<file path="config.mk">
export PLATFORM = sky130hd
export DESIGN_NAME = process_req_arbiter
export DESIGN_NICKNAME = d
export VERILOG_FILES = /design/src/rtl/proc_arb_pkg.sv /design/src/rtl/proc_sync_edge.sv /design/src/rtl/process_req_arbiter.sv
export SDC_FILE = /design/constraint.sdc
export NUM_CORES = 1
export LEC_CHECK = 0
export ABC_AREA = 0
export CAP_MARGIN = 20
export CORE_AREA = 2 2 58 60
export CTS_CLUSTER_DIAMETER = 30
export DETAILED_ROUTE_END_ITERATION = 16
export DIE_AREA = 0 0 60 62
export PLACE_DENSITY = 0.71
export SYNTH_ARGS = -nofsm -noshare
export SYNTH_HDL_FRONTEND = slang
export SYNTH_SLANG_ARGS = --single-unit
export TNS_END_PERCENT = 1
</file>
<file path="constraint.sdc">
create_clock -name clk -period 3.37 [get_ports clk]
set_clock_uncertainty 0.2 [all_clocks]
set_input_delay 0.337 -clock clk [delete_from_list [all_inputs] [get_ports clk]]
set_output_delay 0.337 -clock clk [all_outputs]
set_load 0.05 [all_outputs]
</file>
<file path="src/rtl/proc_arb_pkg.sv">
// rtl/proc_arb_pkg.sv - shared types and constants for the process request arbiter
package proc_arb_pkg;

  localparam int NUM_SRC = 3;

  localparam logic [1:0] SRC_NONE = 2'd0;
  localparam logic [1:0] SRC_1    = 2'd1;
  localparam logic [1:0] SRC_2    = 2'd2;
  localparam logic [1:0] SRC_3    = 2'd3;

  typedef enum logic [1:0] {
    IDLE  = 2'd0,
    OFFER = 2'd1,
    HOLD  = 2'd2
  } arb_state_t;

  // Lowest set bit wins: source 1 has the highest fixed priority.
  function automatic logic [1:0] fixed_pick(input logic [NUM_SRC-1:0] req);
    if (req[0]) return SRC_1;
    if (req[1]) return SRC_2;
    if (req[2]) return SRC_3;
    return SRC_NONE;
  endfunction

endpackage

</file>
<file path="src/rtl/proc_sync_edge.sv">
// rtl/proc_sync_edge.sv - async input synchroniser with rising-edge detect
module proc_sync_edge #(
  parameter int SYNC_STAGES = 2
) (
  input  logic clk,
  input  logic kill,
  input  logic async_in,
  output logic sync_out,
  output logic rise
);

  logic [SYNC_STAGES-1:0] sync_q;
  logic                   delayed_q;

  always_ff @(posedge clk) begin
    if (kill) begin
      sync_q    <= '0;
      delayed_q <= 1'b0;
    end else begin
      sync_q    <= {sync_q[SYNC_STAGES-2:0], async_in};
      delayed_q <= sync_q[SYNC_STAGES-1];
    end
  end

  assign sync_out = sync_q[SYNC_STAGES-1];
  assign rise     = sync_out & ~delayed_q;

endmodule

</file>
<file path="src/rtl/process_req_arbiter.sv">
// rtl/process_req_arbiter.sv - latches process request edges and offers them one at a time
// Optional macro PROC_ARB_ROUND_ROBIN_EN selects rotating winner selection instead of fixed priority.
module process_req_arbiter
  import proc_arb_pkg::*;
#(
  parameter int SYNC_STAGES    = 2,
  parameter int HOLDOFF_CYCLES = 4,
  parameter int DROP_CNT_WIDTH = 8
) (
  input  logic                      clk,
  input  logic                      kill,
  input  logic                      process_1,
  input  logic                      process_2,
  input  logic                      process_3,
  input  logic                      req_ready,
  output logic                      req_valid,
  output logic [1:0]                req_id,
  output logic [2:0]                pending,
  output logic [DROP_CNT_WIDTH-1:0] drop_cnt,
  output logic                      holdoff
);

  localparam logic [7:0] HOLD_LOAD = (HOLDOFF_CYCLES > 0) ? 8'(HOLDOFF_CYCLES - 1) : 8'd0;
  localparam logic [DROP_CNT_WIDTH+1:0] DROP_MAX = {2'b00, {DROP_CNT_WIDTH{1'b1}}};

  logic [NUM_SRC-1:0] proc_in;
  logic [NUM_SRC-1:0] rise;
  logic [NUM_SRC-1:0] sync_level_unused;

  assign proc_in = {process_3, process_2, process_1};

  for (genvar g = 0; g < NUM_SRC; g++) begin : g_sync
    proc_sync_edge #(.SYNC_STAGES(SYNC_STAGES)) u_sync (
      .clk      (clk),
      .kill     (kill),
      .async_in (proc_in[g]),
      .sync_out (sync_level_unused[g]),
      .rise     (rise[g])
    );
  end

  arb_state_t               state_q, state_d;
  logic [1:0]               id_q, id_d;
  logic [7:0]               hold_q, hold_d;
  logic [NUM_SRC-1:0]       pending_q;
  logic [DROP_CNT_WIDTH-1:0] drop_q;
  logic [1:0]               winner;
  logic                     grant;
  logic [NUM_SRC-1:0]       grant_mask;
  logic [NUM_SRC-1:0]       drop_vec;
  logic [1:0]               drop_num;
  logic [DROP_CNT_WIDTH+1:0] drop_sum;

  assign grant      = (state_q == OFFER) & req_ready;
  assign grant_mask = grant ? (3'b001 << (id_q - 2'd1)) : 3'b000;
  // A rise coinciding with its own grant re-latches rather than counting as a drop.
  assign drop_vec   = rise & pending_q & ~grant_mask;
  assign drop_num   = {1'b0, drop_vec[0]} + {1'b0, drop_vec[1]} + {1'b0, drop_vec[2]};
  assign drop_sum   = {2'b00, drop_q} + {{DROP_CNT_WIDTH{1'b0}}, drop_num};

`ifdef PROC_ARB_ROUND_ROBIN_EN
  logic [1:0] last_q;

  always_ff @(posedge clk) begin
    if (kill) begin
      last_q <= SRC_3;
    end else if (grant) begin
      last_q <= id_q;
    end
  end

  always_comb begin
    winner = SRC_NONE;
    case (last_q)
      SRC_1:   winner = pending_q[1] ? SRC_2 : pending_q[2] ? SRC_3 : pending_q[0] ? SRC_1 : SRC_NONE;
      SRC_2:   winner = pending_q[2] ? SRC_3 : pending_q[0] ? SRC_1 : pending_q[1] ? SRC_2 : SRC_NONE;
      default: winner = fixed_pick(pending_q);
    endcase
  end
`else
  assign winner = fixed_pick(pending_q);
`endif

  always_comb begin
    state_d = state_q;
    id_d    = id_q;
    hold_d  = hold_q;
    case (state_q)
      IDLE: begin
        if (|pending_q) begin
          state_d = OFFER;
          id_d    = winner;
        end
      end
      OFFER: begin
        if (req_ready) begin
          id_d = SRC_NONE;
          if (HOLDOFF_CYCLES > 0) begin
            state_d = HOLD;
            hold_d  = HOLD_LOAD;
          end else begin
            state_d = IDLE;
          end
        end
      end
      HOLD: begin
        if (hold_q == 8'd0) begin
          state_d = IDLE;
        end else begin
          hold_d = hold_q - 8'd1;
        end
      end
      default: begin
        state_d = IDLE;
        id_d    = SRC_NONE;
      end
    endcase
  end

  always_ff @(posedge clk) begin
    if (kill) begin
      state_q   <= IDLE;
      id_q      <= SRC_NONE;
      hold_q    <= 8'd0;
      pending_q <= '0;
      drop_q    <= '0;
    end else begin
      state_q   <= state_d;
      id_q      <= id_d;
      hold_q    <= hold_d;
      pending_q <= (pending_q & ~grant_mask) | rise;
      drop_q    <= (drop_sum > DROP_MAX) ? {DROP_CNT_WIDTH{1'b1}} : drop_sum[DROP_CNT_WIDTH-1:0];
    end
  end

  assign req_valid = (state_q == OFFER);
  assign req_id    = id_q;
  assign pending   = pending_q;
  assign drop_cnt  = drop_q;
  assign holdoff   = (state_q == HOLD);

endmodule

</file>
==> results of run 1 <==
## state kept, by name (all words and copies together) (netlist names)
name and flops:
drop_cnt 8, g_sync.u_sync.delayed_q 3, g_sync.u_sync.sync_q 6, hold_q 8, pending 3, req_id 2
state_q 2
## worst reg2reg max path, stage by stage (launching register included)
cell and delay, ns:
dfxtp_1 0.34, and3b_1 0.21, nand2_1 0.07, o21ai_0 0.09, or2_2 0.31, fa_1 0.46, inv_1 0.07, ha_1 0.16
inv_1 0.05, fa_1 0.37, and3b_2 0.30, nand3_1 0.09, nor3b_1 0.19, nor3_1 0.07
## cells in the final DEF (no fill, tap or decap), types with 2 or more instances in the layout
cell type / instances
a211oi_1: 5
a21oi_1: 12
and3_1: 2
buf_4: 6
clkbuf_4: 5
clkdlybuf4s50_1: 20
clkinvlp_4: 2
dfxtp_1: 32
fa_1: 2
ha_1: 4
inv_1: 11
mux2i_1: 2
nand2_1: 5
nand2b_1: 3
nand3b_1: 2
nor2_1: 13
nor2b_1: 10
nor3_1: 6
nor3b_1: 2
nor4_1: 3
o21ai_0: 6
or2_2: 4
xnor2_1: 4
xor2_1: 3
## Yosys cell counts
library cell	instances
nor3b_1	2
a22oi_1	1
or4b_1	1
a2111oi_0	1
nand4_1	1
dfxtp_1	32
fa_1	2
nor2b_1	10
clkbuf_2	1
a211oi_1	5
a21boi_0	1
and3_1	2
or2_2	4
mux2i_1	2
and3b_1	2
clkbuf_1	5
xnor2_1	4
xor2_1	3
nand3_1	2
nor4_1	3
a21o_1	1
a21oi_1	12
nand2b_1	3
inv_1	11
nand2_1	5
o22ai_1	1
ha_1	4
nand3b_1	2
buf_2	1
nor3_1	6
a31oi_1	1
o21ai_0	7
or4_1	1
or4_4	1
nor2_1	13
## report_power, final
group          switching (mW)  leakage, nW  internal, mW
Combinational          0.0707        0.349        0.0475
Sequential             0.0121        0.261         0.394
Clock                   0.150       0.0274        0.0820
Total                   0.233        0.637         0.523
## how the worst max path moves through the flow
stage / start / to / slack [ns] / depth (start not counted)
after global routing: req_ready / drop_cnt[6]$_SDFF_PP0_ / 0.02 / 14
after CTS: req_ready / drop_cnt[5]$_SDFF_PP0_ / 0.15 / 13
final: req_ready / drop_cnt[6]$_SDFF_PP0_ / 0.18 / 14
after detailed placement: req_ready / drop_cnt[5]$_SDFF_PP0_ / -0.21 / 13
after global placement: req_ready / drop_cnt[6]$_SDFF_PP0_ / -0.11 / 14
after floorplan: state_q[1]$_SDFFE_PP0P_ / drop_cnt[6]$_SDFF_PP0_ / 0.11 / 15
## kinds of logic after synthesis
family / Yosys count / synth area share (%)
multiplexers: 2 / 1.44
XOR/XNOR: 7 / 4.42
AO/OA/AOI/OAI: 30 / 12.7
buffers and inverters: 18 / 5.05
adder cells (fa/ha/maj): 6 / 6.50
AND/OR/NAND/NOR: 58 / 23.6
flip-flops: 32 / 46.2
## metal layers
metal  wire (um)  up-vias
li1            -      573
met1        1360      526
met2        1370       24
met3         129        7
met4          66        0
met5           0        -
## area by class of cell
class                      instances  share of cell area (%)
multi-input combinational        103                    39.5
sequential                        32                    37.1
timing repair buffer              26                    14.2
tap                               46                    3.33
inverter                          11                    2.39
clock buffer                       5                    2.17
clock inverter                     3                    1.38
## metrics by stage
step	cell area, um^2	cells	util (%)	total power, mW	hold WS (ns)
global placement	1660	218	52.2	0.527	0.217
CTS	1720	226	54.2	0.761	0.254
global route	1730	226	54.3	0.790	0.273
finish	1730	226	54.3	0.756	0.254
detailed placement	1660	218	52.2	0.531	0.227
floorplan	1390	153	-	0.492	0.214
==> metrics, run 1 <==
grt met1 use=21.6%; Pwr per Cell Area=437 nW/um^2; slowest CP cell=fa_1; DR vias=1130; worst-path fanout max=5; crit end category=flop; starting density of the core=43.6%; Worst EP arrival=3.20 ns; r2r startpoint=state_q[1]$_SDFFE_PP0P_; RSZ-0062 raised after global routing=false; grt ovf=0; status=finished clean; Fmax=313 MHz; register bit total from synthesis=32; Clock Latency Late Sink=0.35 ns; core area=3180 um^2; WHS Endpoint=g_sync[1].u_sync.sync_q[1]$_SDFF_PP0_; crit start category=primary input; CTS buffer count=5; num rows=21; Clk pin slew, worst setup/hold paths=0.12 ns; Yosys top cell area share=46.2%; HP Class=reg -> reg; clk buf depth=2; Max-slew headroom=49.3%; die area=3720 um^2; hold path startpoint=g_sync[1].u_sync.sync_q[0]$_SDFF_PP0_; Pleak=0.637 nW; H-tree levels=2; Setup-failing EPs final=0; maximum VDD drop=0.308 mV; nets=191; die width=60 um; Slew @ Worst Pin=0.759 ns; Vias per Instance=5.00; TritonCTS clock tree=done; post_cts resized=0; length in cells of the worst reg-to-reg path=13; CP Cell Sequence=clkdlybuf4s50_1 -> and3b_1 -> nand2_1 -> o21ai_0 -> or2_2 -> fa_1 -> inv_1 -> ha_1 -> inv_1 -> fa_1 -> and3b_2 -> nand3_1 -> nor3b_1 -> nor3_1; critical path type=in -> reg; busiest grt layer=met2; final worst slack=0.178 ns; Antenna Cells=0; area grow syn2layout=24.6%; register area share after synthesis=46.2%; Gate Count Post-Synth=153; Crit path largest cell delay=0.46 ns; First-pass DRT Iterations=4; Final HPWL DP=2070 um; syn avg cell area=9.06 um^2; global-route usage over all layers=17.7%; max_cap viols=0; Multi-input gate area=682 um^2; count of different cell masters after synthesis=35; DR DRC count=0; Hold-fix buffers, CTS=0; initial detailed-routing violation count=42; Crit path max-delay family=simple AND/OR/NAND/NOR gates; sequential cell area=641 um^2; layout cells sized above 1=11.7%; routability congestion estimate=0.777; Final Slew Violations=0; Routed Antenna Nets=0; TNS Setup=0 ns; final wirelength=2930 um; GR Util met2=26.6%; Netlist Area Pre-Place=1390 um^2; number of global-route vias before repair=1100; CTS sink count=32; Critical path buffers and inverters=3; Root Buffer=clkbuf_4; crit share post-route=94.7%; met3 GRT Util=7.45%; Hold Vio Cnt, Final=0; WL per Instance=12.9 um; Post-CTS Setup Bufs=0; synth top area cells=dfxtp_1, nor2b_1, a21oi_1, ha_1, nor2_1; first-pass GRT wire length=4700 um; fill count=298; IO Pins=21; pre-CTS WS=-0.214 ns; initial antenna violation count=0; Syn Nets=165; Worst Hold Depth=1; biggest area consumer among synthesized cells=dfxtp_1; largest net degree at the start of global routing=20; yosys warns=0; r2r endpoint=drop_cnt[6]$_SDFF_PP0_; minimum clock period=3.19 ns; I/O Buffers=20; WP data required=3.38 ns; Reg2Reg Setup Slack=0.26 ns; Die Span Y=62 um
No activity file was read; power rests on OpenSTA's default activity.
==> inputs of run 2 (changes only) <==
--- a/config.mk
+++ b/config.mk
@@ -7,11 +7,11 @@
 export LEC_CHECK = 0
 export ABC_AREA = 0
 export CAP_MARGIN = 20
-export CORE_AREA = 2 2 58 60
+export CORE_AREA = 2 2 71 73
 export CTS_CLUSTER_DIAMETER = 30
 export DETAILED_ROUTE_END_ITERATION = 16
-export DIE_AREA = 0 0 60 62
-export PLACE_DENSITY = 0.71
+export DIE_AREA = 0 0 73 75
+export PLACE_DENSITY_LB_ADDON = 0.3
 export SYNTH_ARGS = -nofsm -noshare
 export SYNTH_HDL_FRONTEND = slang
 export SYNTH_SLANG_ARGS = --single-unit
==> metrics, run 2 (same netlist as run 1, synthesis figures left out) <==
Root Buffer=clkbuf_8 (was clkbuf_4); IO Pins=21 (unchanged); Clk pin slew, worst setup/hold paths=0.07 ns (was 0.12 ns); Setup-failing EPs final=0 (unchanged); RSZ-0062 raised after global routing=false (unchanged); Design Area, Final=1770 um^2 (was 1730 um^2); TNS Setup=0 ns (unchanged); maximum VDD drop=0.244 mV (was 0.308 mV); post_cts resized=0 (unchanged); layout cells sized above 1=11.0% (was 11.7%); DP Area=1680 um^2 (was 1660 um^2); I/O Buffers=20 (unchanged); die width=73 um (was 60 um); crit end category=flop (unchanged); Die Span Y=75 um (was 62 um); fill count=480 (was 298); length in cells of the worst reg-to-reg path=13 (unchanged); crit share post-route=94.0% (was 94.7%); r2r endpoint=drop_cnt[6]$_SDFF_PP0_ (unchanged); commonest non-fill, non-tap cell in the layout=dfxtp_1 (unchanged); first-pass GRT wire length=4210 um (was 4700 um); nets=192 (was 191); Routed Antenna Nets=0 (unchanged); status=finished clean (unchanged); minimum clock period=3.17 ns (was 3.19 ns); max_cap viols=0 (unchanged); routability congestion estimate=0.733 (was 0.777); largest net degree at the start of global routing=19 (was 20); crit start category=primary input (unchanged); Hold-fix buffers, CTS=0 (unchanged); CTS sink count=32 (unchanged); Worst EP arrival=3.14 ns (was 3.20 ns); Reg2Reg Setup Slack=0.36 ns (was 0.26 ns); final wirelength=2570 um (was 2930 um); r2r startpoint=state_q[1]$_SDFFE_PP0P_ (unchanged); WL per Instance=10.9 um (was 12.9 um); Post-CTS Setup Bufs=0 (unchanged); WL met2=1110 um (was 1370 um); Worst Hold Depth=1 (unchanged); DR vias=1085 (was 1130); Max-slew headroom=51.7% (was 49.3%); TritonCTS clock tree=done (unchanged); starting density of the core=29.7% (was 43.6%); First-pass DRT Iterations=4 (unchanged); grt ovf=0 (unchanged); hold path startpoint=g_sync[0].u_sync.sync_q[0]$_SDFF_PP0_ (was g_sync[1].u_sync.sync_q[0]$_SDFF_PP0_); die area=5480 um^2 (was 3720 um^2); Final HPWL DP=1850 um (was 2070 um); Vias per Instance=4.62 (was 5.00); H-tree levels=2 (unchanged); global-route usage over all layers=10.3% (was 17.7%); clk buf depth=2 (unchanged); initial antenna violation count=0 (unchanged); WHS Endpoint=g_sync[0].u_sync.sync_q[1]$_SDFF_PP0_ (was g_sync[1].u_sync.sync_q[1]$_SDFF_PP0_); area grow syn2layout=27.7% (was 24.6%); WP data required=3.34 ns (was 3.38 ns); CTS buffer count=5 (unchanged); critical path type=in -> reg (unchanged); DR top layer=met4 (unchanged); Met3 Wirelength=117 um (was 129 um); Fmax=316 MHz (was 313 MHz); HP Class=reg -> reg (unchanged); DR DRC count=0 (unchanged); Final Slew Violations=0 (unchanged); Post-Route M1 WL=1290 um (was 1360 um); core area=4660 um^2 (was 3180 um^2); initial detailed-routing violation count=24 (was 42); Pwr per Cell Area=464 nW/um^2 (was 437 nW/um^2); Antenna Cells=0 (unchanged); most frequent cells in the layout=dfxtp_1, clkdlybuf4s50_1, nor2_1, a21oi_1, inv_1 (unchanged); num rows=25 (was 21); Clock Latency Late Sink=0.29 ns (was 0.35 ns); worst-path fanout max=3 (was 5); Slew @ Worst Pin=0.722 ns (was 0.759 ns); Hold Vio Cnt, Final=0 (unchanged); number of global-route vias before repair=981 (was 1100); Pleak=0.656 nW (was 0.637 nW)
-- run 2: cell count changes in the layout (fill, tap and decap cells not counted), sizes merged --
cell / change
buf: +1
-- run 2: how the worst max path moves through the flow --
| stage | to | start | cells past startpoint |
|---|---|---|---|
| 5_1_grt | drop_cnt[0]$_SDFF_PP0_ | req_ready | 13 |
| 2_1_floorplan | drop_cnt[6]$_SDFF_PP0_ | state_q[1]$_SDFFE_PP0P_ | 15 |
| 3_5_place_dp | drop_cnt[6]$_SDFF_PP0_ | req_ready | 14 |
| 6_report | drop_cnt[6]$_SDFF_PP0_ | req_ready | 14 |
| 3_3_place_gp | drop_cnt[6]$_SDFF_PP0_ | req_ready | 14 |
| 4_1_cts | drop_cnt[6]$_SDFF_PP0_ | req_ready | 14 |
-- run 2: metal layers --
| layer | up-vias | GRT usage (%) |
|---|---|---|
| li1 | 573 | - |
| met3 | 6 | 5.22 |
| met5 | - | 0 |
| met1 | 492 | 12.1 |
| met4 | 0 | 4.94 |
| met2 | 14 | 15.6 |
-- run 2: metrics by stage --
step / power (mW) / std cells / setup slack, ns / utilization, % / hold slack (ns)
CTS: 0.837 / 235 / 0.160 / 38.0 / 0.245
detailed placement: 0.529 / 227 / -0.143 / 36.0 / 0.224
global placement: 0.529 / 227 / -0.0900 / 36.0 / 0.216
floorplan: 0.492 / 153 / 0.107 / - / 0.214
finish: 0.821 / 235 / 0.201 / 38.0 / 0.238
global route: 0.863 / 235 / 0.0159 / 38.0 / 0.263
-- run 2: final cells by class --
type	count	area (um^2)	area share, %
Clock buffer	5	68.8	3.89
Clock inverter	3	23.8	1.34
Inverter	11	41.3	2.33
Multi-Input combinational cell	103	676	38.2
Sequential cell	32	641	36.2
Tap cell	54	67.6	3.82
Timing Repair Buffer	27	253	14.3
-- run 2: worst max-delay path, cell delays in order --
cell	delay [ns]
clkdlybuf4s50_1	0.43
and3b_1	0.22
nand2_1	0.09
o21ai_1	0.08
or2_2	0.29
fa_1	0.43
inv_1	0.07
ha_1	0.17
inv_1	0.06
fa_1	0.37
and3b_1	0.26
nand3_1	0.08
nor3b_1	0.20
nor3_1	0.07
-- run 2: where the power goes --
| part | switching, mW | total (mW) | internal (mW) |
|---|---|---|---|
| clock | 0.155 | 0.301 | 0.146 |
| combinational | 0.0683 | 0.116 | 0.0475 |
| sequential | 0.0112 | 0.405 | 0.393 |
| total | 0.234 | 0.821 | 0.587 |
